## src/rtl/bin_fcl_seq.sv

```systemverilog
// Feed/capture sequencer in front of the binary fully-connected PE array.
// Optional stall counter port stall_cnt enabled by FCL_SEQ_PERFCNT_EN.
module bin_fcl_seq #(
  parameter int N_IN    = 256,
  parameter int N_OUT   = 64,
  parameter int PAR     = 8,
  parameter int SHIFT_W = 5,
  localparam int NT     = N_OUT / PAR,
  localparam int AW     = $clog2(N_IN),
  localparam int WAW    = $clog2(N_IN * NT),
  localparam int TW     = (NT > 1) ? $clog2(NT) : 1
) (
  input  logic               clk,
  input  logic               rst,
  input  logic               start,
  input  logic [SHIFT_W-1:0] shift_cfg,
  output logic               busy,
  output logic               done,
  output logic [AW-1:0]      act_addr,
  input  logic               act_rdata,
  output logic [WAW-1:0]     w_addr,
  input  logic [PAR-1:0]     w_rdata,
  output logic               pe_clr_n,
  output logic               pe_in,
  output logic [PAR-1:0]     pe_w,
  output logic [SHIFT_W-1:0] pe_shift,
  input  logic [PAR-1:0]     pe_out,
  output logic [PAR-1:0]     out_data,
  output logic [TW-1:0]      out_tile,
  output logic               out_valid,
  input  logic               out_ready
`ifdef FCL_SEQ_PERFCNT_EN
  ,
  output logic [31:0]        stall_cnt
`endif
);

  typedef enum logic [2:0] {
    S_IDLE,
    S_FEED,
    S_DRAIN,
    S_CAPT,
    S_HOLD,
    S_DONE
  } state_e;

  localparam logic [AW-1:0] K_LAST = AW'(N_IN - 1);
  localparam logic [TW-1:0] T_LAST = TW'(NT - 1);

  state_e             state_q, state_d;
  logic [AW-1:0]      k_q, k_d;
  logic [WAW-1:0]     w_q, w_d;
  logic [TW-1:0]      t_q, t_d;
  logic [SHIFT_W-1:0] shift_q, shift_d;
  logic [PAR-1:0]     data_q, data_d;
  logic [TW-1:0]      tile_q, tile_d;
  logic               accept;

  assign accept = (state_q == S_IDLE) && start;

  always_comb begin
    state_d = state_q;
    k_d     = k_q;
    w_d     = w_q;
    t_d     = t_q;
    shift_d = shift_q;
    data_d  = data_q;
    tile_d  = tile_q;
    unique case (state_q)
      S_IDLE: begin
        if (start) begin
          state_d = S_FEED;
          k_d     = '0;
          w_d     = '0;
          t_d     = '0;
          shift_d = shift_cfg;
        end
      end
      S_FEED: begin
        if (k_q == K_LAST) begin
          state_d = S_DRAIN;
        end else begin
          k_d = k_q + AW'(1);
          w_d = w_q + WAW'(1);
        end
      end
      S_DRAIN: state_d = S_CAPT;
      S_CAPT: begin
        state_d = S_HOLD;
        data_d  = pe_out;
        tile_d  = t_q;
      end
      S_HOLD: begin
        if (out_ready) begin
          if (t_q == T_LAST) begin
            state_d = S_DONE;
          end else begin
            state_d = S_FEED;
            t_d     = t_q + TW'(1);
            k_d     = '0;
            w_d     = w_q + WAW'(1);
          end
        end
      end
      S_DONE:  state_d = S_IDLE;
      default: state_d = S_IDLE;
    endcase
  end

`ifdef FCL_SEQ_PERFCNT_EN
  logic [31:0] stall_q, stall_d;

  always_comb begin
    stall_d = stall_q;
    if (accept) begin
      stall_d = '0;
    end else if (out_valid && !out_ready && (stall_q != '1)) begin
      stall_d = stall_q + 32'd1;
    end
  end

  assign stall_cnt = stall_q;
`endif

  always_ff @(posedge clk) begin
    if (!rst) begin
      state_q <= S_IDLE;
      k_q     <= '0;
      w_q     <= '0;
      t_q     <= '0;
      shift_q <= '0;
      data_q  <= '0;
      tile_q  <= '0;
`ifdef FCL_SEQ_PERFCNT_EN
      stall_q <= '0;
`endif
    end else begin
      state_q <= state_d;
      k_q     <= k_d;
      w_q     <= w_d;
      t_q     <= t_d;
      shift_q <= shift_d;
      data_q  <= data_d;
      tile_q  <= tile_d;
`ifdef FCL_SEQ_PERFCNT_EN
      stall_q <= stall_d;
`endif
    end
  end

  // product k is on the array one cycle after address k; only k=0 clears
  assign pe_clr_n  = (state_q == S_DRAIN) ||
                     ((state_q == S_FEED) && (k_q > AW'(1)));
  assign pe_in     = act_rdata;
  assign pe_w      = w_rdata;
  assign pe_shift  = shift_q;
  assign act_addr  = k_q;
  assign w_addr    = w_q;
  assign busy      = (state_q != S_IDLE);
  assign done      = (state_q == S_DONE);
  assign out_valid = (state_q == S_HOLD);
  assign out_data  = data_q;
  assign out_tile  = tile_q;

endmodule

```

## config.mk

```make
export PLATFORM = sky130hd
export DESIGN_NAME = bin_fcl_seq
export DESIGN_NICKNAME = d
export VERILOG_FILES = /design/src/rtl/bin_fcl_seq.sv
export SDC_FILE = /design/constraint.sdc
export NUM_CORES = 1
export LEC_CHECK = 0
export CAP_MARGIN = 20
export CORE_ASPECT_RATIO = 2
export CORE_UTILIZATION = 25
export DETAILED_ROUTE_END_ITERATION = 7
export SLEW_MARGIN = 20
export SYNTH_ARGS = -nofsm -noshare
export SYNTH_HDL_FRONTEND = slang
export SYNTH_SLANG_ARGS = --single-unit
```

## constraint.sdc

```tcl
create_clock -name clk -period 2.9 [get_ports clk]
set_input_delay 0.58 -clock clk [delete_from_list [all_inputs] [get_ports clk]]
set_output_delay 0.58 -clock clk [all_outputs]
set_load 0.03 [all_outputs]
```

**Word level (Yosys, flattened, before mapping)**

Index checks and enable logic that the tools add are counted.
Widths: inputs -> output; s select.

- Latch bits: 0
- Flip-flop bits (word level): 41
- RAM bits: 0
- ROM bits: 0
- Output and inout port bits: 48
- Word-level logic and storage cells: 52
- Memories kept: 0
- Bits of input ports: 26

- Eq/ne operators: 12
- Reduce and logical (&&, ||, !) cells: 10
- Add/sub/neg operators: 3
- Bitwise operators: 0
- $mul: 0
- Shifts and indexed selects: 0
- Div/mod/pow operators: 0
- Magnitude comparators: 1
- Muxes and demuxes: 19

Operators with widths:

| operator | count |
|---|---|
| $mux 11 | 4 |
| $pmux 11 s3 | 1 |
| $mux 8 | 4 |
| $pmux 8 s3 | 1 |
| $mux 3 | 7 |
| $pmux 3 s5 | 1 |
| $add 11x1->11 const B | 1 |
| $eq 3x3->1 const B | 3 |
| $add 8x1->8 const B | 1 |
| $eq 8x8->1 const B | 1 |
| $gt 8x1->1 const B | 1 |
| $ne 2x2->1 const B | 4 |
| $eq 3x2->1 const B | 2 |
| $pmux 3 s2 | 1 |
| $reduce_bool 3->1 | 2 |
| $reduce_and 5->1 | 1 |
| $reduce_and 4->1 | 1 |
| $add 3x1->3 const B | 1 |
| $eq 3x1->1 const B | 1 |
| $logic_not 3->1 | 1 |
| $reduce_and 3->1 | 1 |
| $ne 2x1->1 const B | 1 |
| $reduce_and 2->1 | 1 |
| $reduce_bool 2->1 | 1 |
| other kinds (2) | 2 |

**Longest topological paths before layout**

Gate-level depths: netlist (run 1).

- Depth in word-level cells: 4
- Mapped depth: 7
- Mapped depth without buffers: 6

**Least setup slack after synthesis (run 1)**

No wires, ideal clock.

- Path type: reg2out
- From: register k_q[0] (netlist: act_addr[0])
- To: output port pe_clr_n
- Path buffers: 0
- Arrival: 1.781 ns
- Setup slack: 0.539 ns
- Stages on the path, launching flop included: 7
- Data required time: 2.320 ns
- Cell sequence: dfxtp_1 inv_1 ha_1 nor2_1 nor3_1 a211o_1 a21oi_1

- Cells in the longest elaborated chain, start to end: 3

RTL lines:

| element | RTL line | text |
|---|---|---|
| start: declaration | 51 | `logic [AW-1:0] k_q, k_d;` |
| start signal: assignment | 139 | `k_q <= k_d;` |
| $gt 8x1->1 | 153 | `((state_q == S_FEED) && (k_q > AW'(1)));` |
| $logic_and 1x1->1 | 153 |  |
| $logic_or 1x1->1 | 152 | `assign pe_clr_n = (state_q == S_DRAIN) \|\|` |
| end: declaration | 23 | `output logic pe_clr_n,` |

No other way between the ends.

**Final worst setup path (run 1)**

Ends and elaborated chain as after synthesis.

==> results.json, run 1 <==
{
  "setup.worst_path.start": "act_addr[0]$_SDFFE_PN0P_",
  "slew-limit-headroom_pct": 60.9,
  "syn_area_per_cell_um2": 8.99,
  "outcome": "complete, no violations",
  "seqCellArea_um2": 821,
  "grt.overflow.total": 0,
  "end_kind": "primary output",
  "drt-pass1-iter-count": 4,
  "rsz0062_at_grt": "no",
  "cts_resized": 1,
  "r2r_start": "act_addr[0]$_SDFFE_PN0P_",
  "cts_max_path_buffers": 2,
  "cts.sinks": 41,
  "skew_ns": 0.00819,
  "ys_async_sr_fraction_pct": 0,
  "post_drt_wl_per_cell_um": 14.8,
  "setup_tns_ns": 0,
  "min_path_cells": 2,
  "dp_cells": 378,
  "die_area_mm2": 0.00906,
  "tritoncts": "done",
  "port_buffers": 55,
  "drt-total-wl_mm": 5.68,
  "seqPwrFrac_pct": 39.9,
  "root_buffer": "clkbuf_16",
  "syn_inst": 241,
  "final_area_mm2": 0.00287,
  "fin_cells": 384,
  "drc": 0,
  "p_leak_nw": 1.05,
  "tightestPinTransition_ns": 0.586,
  "power.switching_mw": 0.498,
  "hold_viol_final": 0,
  "cp_slowest_cell": "dfxtp_1",
  "ios": 74,
  "cts_setup_buffers": 0,
  "power.share.clock_pct": 34.2,
  "via_count": 1938,
  "yosys_warnings": 0,
  "max-vdd-ir-drop_uv": 373,
  "synth_cell_type_count": 52,
  "path_class": "reg2out",
  "worstRegToRegCells": 6,
  "min_to": "t_q[2]$_SDFFE_PN0P_",
  "place_area_mm2": 0.00274,
  "antenna_found_initial": 0,
  "postRouteAntennaNets": 0,
  "synthFlopType": "dfxtp_1",
  "netlist_area_mm2": 0.00217,
  "final_core_util_pct": 34.3,
  "path_cells": "inv_1 -> ha_1 -> nor2_1 -> nor3_1 -> a211o_1 -> a21oi_1 -> dlygate4sd2_1",
  "final_nets": 319,
  "crit_required_ns": 2.32,
  "reg2reg_slack_ns": 0.99,
  "yosysSeqAreaShare_pct": 37.9,
  "multi_input_area_mm2": 0.00117,
  "period_share_pct": 90.2,
  "switching_share_pct": 32.0,
  "drt-vias-per-instance": 5.05,
  "drive_gt1_share_pct": 10.8,
  "synth_seq_cells": 41,
  "worstPathArrival_ns": 2.04,
  "hold_path.class": "reg2reg",
  "grt_use_total_pct": 13.6,
  "r2r-end": "w_addr[5]$_SDFFE_PN0P_",
  "layout_setup_ws_ns": 0.284,
  "grt_max_degree": 24,
  "placementRows": 47,
  "gp_congestion": 0.816,
  "start_util_pct": 25.9,
  "power_mw": 1.56,
  "p_int_mw": 1.06,
  "max_freq_ghz": 0.382,
  "max_cap_viol_count": 0,
  "slowest_delay_ns": 0.47,
  "numCtsBuffers": 5,
  "min_period_ns": 2.62,
  "dieHeight_um": 134,
  "setup_violations": 0,
  "dp_worst_setup_slack_ns": 0.310,
  "combPwrFrac_pct": 25.9,
  "clk_latency_ns": 0.29,
  "finalHoldWorstSlack_ns": 0.485,
  "hold_buffers": 0,
  "fillers": 891,
  "grt_pass1_wl_mm": 9.24,
  "grt_pass1_vias": 1914,
  "hold_start": "t_q[2]$_SDFFE_PN0P_",
  "core_area_mm2": 0.00835,
  "cp_max_fo": 8,
  "antenna_cells": 0,
  "fp.dieW_um": 67.8,
  "synth-edff-count": 0,
  "htreeDepth": 2,
  "hpwl_mm": 4.11,
  "clkSlewWorstSetupHoldPaths_ns": 0.06,
  "start_kind": "flip-flop",
  "slew_viol_final": 0,
  "syn_nets": 273,
  "drtIter0Drc": 97,
  "area_growth_pct": 32.4,
  "p_per_area_mw_per_mm2": 544
}
cell type report:
cell class	count	share of cell area, %
Multi-Input combinational cell	170	40.8
Sequential cell	41	28.6
Timing Repair Buffer	61	20.7
Clock buffer	5	4.36
Tap cell	98	4.28
Inverter	8	1.05
Clock inverter	1	0.175
state kept, by name, summed over array words and instances (netlist names):
name and flops:
out_tile 3, out_data 8, state_q 3, t_q 3, w_addr 11, pe_shift 5
act_addr 8
cell usage in the layout (no fill, tap or decap), types with 4 or more instances in the layout:
| cell | instances |
|---|---|
| o21ai_0 | 6 |
| nand2_1 | 22 |
| ha_1 | 6 |
| nand3_1 | 9 |
| dfxtp_1 | 41 |
| inv_1 | 8 |
| nand4_1 | 8 |
| nor2_1 | 19 |
| nor3_1 | 4 |
| o22ai_1 | 6 |
| buf_4 | 6 |
| or3_1 | 7 |
| a22oi_1 | 5 |
| mux2i_1 | 16 |
| a21oi_1 | 11 |
| clkdlybuf4s50_1 | 54 |
| clkbuf_16 | 5 |
routing by layer:
layer	global-route usage (%)	wire (um)	share of wire, %
met4	8.45	192	3.4
met2	24.6	3170	56
met5	0	0	0
met3	3.08	222	3.9
met1	13.2	2100	37
cell usage after synthesis, types with 2 or more instances:
| library cell | n | area [um2] |
|---|---|---|
| nand3_1 | 9 | 45.0 |
| and3_1 | 3 | 18.8 |
| inv_1 | 8 | 30.0 |
| buf_4 | 12 | 90.1 |
| o22ai_1 | 6 | 37.5 |
| mux2i_1 | 16 | 160 |
| nand2b_1 | 2 | 12.5 |
| nor3_1 | 4 | 20.0 |
| o21ai_1 | 2 | 10.0 |
| ha_1 | 6 | 75.1 |
| o21ai_2 | 2 | 17.5 |
| o32ai_2 | 2 | 32.5 |
| nand4_1 | 8 | 50.1 |
| buf_6 | 2 | 22.5 |
| o211ai_1 | 3 | 22.5 |
| or3_1 | 7 | 43.8 |
| a31oi_1 | 3 | 18.8 |
| buf_1 | 2 | 7.51 |
| a22oi_1 | 5 | 37.5 |
| nand3b_1 | 2 | 15.0 |
| or2_2 | 2 | 12.5 |
| clkbuf_1 | 3 | 11.3 |
| buf_2 | 3 | 15.0 |
| dfxtp_1 | 41 | 821 |
| xnor2_1 | 2 | 17.5 |
| a21oi_1 | 11 | 55.1 |
| and2_1 | 2 | 12.5 |
| a22oi_2 | 3 | 37.5 |
| nor4_1 | 3 | 18.8 |
| nor2_1 | 19 | 71.3 |
| nand2_1 | 22 | 82.6 |
| o21ai_0 | 6 | 30.0 |
power groups by stage:
stage               clock (mW)  combinational [mW]  sequential [mW]
finish                   0.534               0.404            0.622
global route             0.571               0.438            0.626
CTS                      0.553               0.408            0.621
detailed placement           0               0.408            0.634
global placement             0               0.404            0.632
floorplan                    0               0.292            0.651
critical path, delay by kind of cell, from the launching register on:
| kind | cells | cell delay [ns] |
|---|---|---|
| buffers and inverters | 2 | 0.53 |
| flip-flops | 1 | 0.47 |
| AO/OA/AOI/OAI | 2 | 0.39 |
| adder cells (fa/ha/maj) | 1 | 0.21 |
| AND/OR/NAND/NOR | 2 | 0.14 |
kinds of logic after synthesis:
| kind of cell | count (synthesis) | synth area share (%) |
|---|---|---|
| AOI/OAI and AO/OA | 53 | 19.1 |
| xor gates and xnor gates | 2 | 0.809 |
| adders and majority gates | 6 | 3.47 |
| buffers and inverters | 30 | 8.15 |
| DFF | 41 | 37.9 |
| muxes | 16 | 7.39 |
| and+or+nand+nor | 93 | 23.2 |
worst max-delay path by stage:
stage | to | slack (ns) | depth (start not counted)
2_1_floorplan | pe_clr_n | 0.54 | 6
3_3_place_gp | pe_clr_n | 0.33 | 7
3_5_place_dp | pe_clr_n | 0.31 | 7
4_1_cts | pe_clr_n | 0.28 | 7
5_1_grt | pe_clr_n | 0.16 | 7
6_report | pe_clr_n | 0.28 | 7
Power figures use the tool's default switching activity.
==> run 2: changes to the inputs <==
Settings changed: CORE_MARGIN set to 4, TNS_END_PERCENT set to 1.
==> run 2 against run 1 <==
Compared with the run above:
- hold slack worse by 0.0076 ns
- largest cell class unchanged
- combinational power hardly changed
- non-clock buffer count stayed put
- global-route usage is 1.8 points lower
- die area is 14% higher
- first-iteration DRC count is 82% higher
- wire length is 1.1% higher
- critical endpoint unchanged
- final area is 0.22% higher
- fmax is 0.49% lower
- utilization is 0.075 points higher
- count of clock-buffer cells in the layout is 3 higher
==> results.json, run 2 (same netlist as run 1, synthesis figures left out) <==
{
  "hold_viol_final": 0,
  "start_util_pct": 25.9,
  "path_class": "reg2out",
  "min_period_ns": 2.63,
  "power_mw": 1.57,
  "outcome": "complete, no violations",
  "drc": 0,
  "grt_pass1_vias": 1984,
  "start_kind": "flip-flop",
  "grt_use_total_pct": 11.8,
  "gp_congestion": 0.878,
  "grt_pass1_wl_mm": 9.58,
  "clkSlewWorstSetupHoldPaths_ns": 0.06,
  "clk_latency_ns": 0.28,
  "rsz0062_at_grt": "no",
  "placementRows": 47,
  "worstRegToRegCells": 7,
  "tritoncts": "done",
  "fillers": 886,
  "path_cells": "inv_1 -> ha_1 -> nor2_1 -> nor3_1 -> a211o_1 -> a21oi_1 -> dlygate4sd2_1",
  "drt-vias-per-instance": 5.02,
  "crit_buf_inv": 2,
  "period_share_pct": 90.6,
  "layout_setup_ws_ns": 0.271,
  "largest_reg_flops": 11,
  "htreeDepth": 2,
  "min_path_cells": 2,
  "port_buffers": 55,
  "antenna_found_initial": 0,
  "cp_slowest_cell": "dfxtp_1",
  "drt-pass1-iter-count": 4,
  "tightestPinTransition_ns": 0.620,
  "slew-limit-headroom_pct": 58.6,
  "min_to": "t_q[2]$_SDFFE_PN0P_",
  "layout_common_cells": "clkdlybuf4s50_1, dfxtp_1, nand2_1",
  "hold_path.class": "reg2reg",
  "final_core_util_pct": 34.4,
  "setup_violations": 0,
  "dieHeight_um": 140,
  "end_kind": "primary output",
  "max-vdd-ir-drop_uv": 408,
  "via_count": 1936,
  "grt.overflow.total": 0,
  "numCtsBuffers": 5,
  "p_leak_nw": 1.05,
  "drive_gt1_share_pct": 10.4,
  "grt_max_degree": 20,
  "setup_tns_ns": 0,
  "cp_top_family": "buffers and inverters",
  "layout_commonest_cell": "clkdlybuf4s50_1",
  "final_nets": 319,
  "slowest_delay_ns": 0.47,
  "cts.sinks": 41,
  "hold_buffers": 0,
  "max_freq_ghz": 0.380,
  "crit_required_ns": 2.32,
  "hold_start": "t_q[2]$_SDFFE_PN0P_",
  "max_cap_viol_count": 0,
  "ios": 74,
  "drtIter0Drc": 177,
  "r2r_start": "t_q[0]$_SDFFE_PN0P_",
  "reg2reg_slack_ns": 0.94,
  "postRouteAntennaNets": 0,
  "drt-total-wl_mm": 5.74,
  "post_drt_wl_per_cell_um": 14.9,
  "p_per_area_mw_per_mm2": 545,
  "fp.dieW_um": 73.8,
  "skew_ns": 0.00444,
  "core_area_mm2": 0.00835,
  "root_buffer": "clkbuf_16",
  "die_area_mm2": 0.0103,
  "slew_viol_final": 0,
  "cp_max_fo": 8,
  "worstPathArrival_ns": 2.05,
  "dp_worst_setup_slack_ns": 0.279,
  "area_growth_pct": 32.6,
  "hpwl_mm": 4.31,
  "r2r-end": "w_addr[5]$_SDFFE_PN0P_",
  "cts_max_path_buffers": 2,
  "antenna_cells": 0
}
## run 2: cell count changes in the layout (fill, tap and decap cells not counted), sizes merged
cell    before  now
clkbuf       5    8
clkinv       1    0
## run 2: metrics by stage
stage               cell area (um2)  std cells  hold slack, ns
finish                         2870        386           0.478
CTS                            2870        386           0.481
floorplan                      2170        241           0.448
detailed placement             2740        378           0.471
global route                   2870        386           0.511
global placement               2740        378           0.464
## run 2: what timing repair did
action | in CTS | in global routing
setup buffers | 0 | 0
setup endpoints to repair | 1 | 0
resized for setup | 1 | 0
## run 2: worst max-delay path by stage
stage,start,endpoint,depth (start not counted)
3_3_place_gp,act_addr[0]$_SDFFE_PN0P_,pe_clr_n,7
3_5_place_dp,act_addr[0]$_SDFFE_PN0P_,pe_clr_n,7
4_1_cts,act_addr[0]$_SDFFE_PN0P_,pe_clr_n,7
6_report,act_addr[0]$_SDFFE_PN0P_,pe_clr_n,7
5_1_grt,act_addr[0]$_SDFFE_PN0P_,pe_clr_n,7
2_1_floorplan,act_addr[0]$_SDFFE_PN0P_,pe_clr_n,6
## run 2: cell type report
cell class | instances | area, um2 | area share, %
clock buffer | 8 | 136 | 4.75
inverter | 8 | 30.0 | 1.05
sequential | 41 | 821 | 28.6
multi-input combinational | 170 | 1170 | 40.7
timing repair buffer | 61 | 594 | 20.7
tap | 98 | 123 | 4.27
## run 2: power by group
group	switching, mW	internal (mW)	leakage, nW
Clock	0.222	0.321	0.0652
Sequential	0.0343	0.587	0.332
Combinational	0.236	0.167	0.654
## run 2: per-layer routing
layer	part of all wire [%]	track usage [%]	vias to the layer above
met1	35	11.8	920
met5	0	0	-
met2	57	21.7	52
li1	-	-	955
met4	2.4	6.30	0
met3	5.2	2.45	9
## run 2: worst min-delay path, delay by kind of cell, from the launching register on
kind / cells / cell delay, ns
DFF: 1 / 0.32
and+or+nand+nor: 1 / 0.06
AOI/OAI and AO/OA: 1 / 0.05
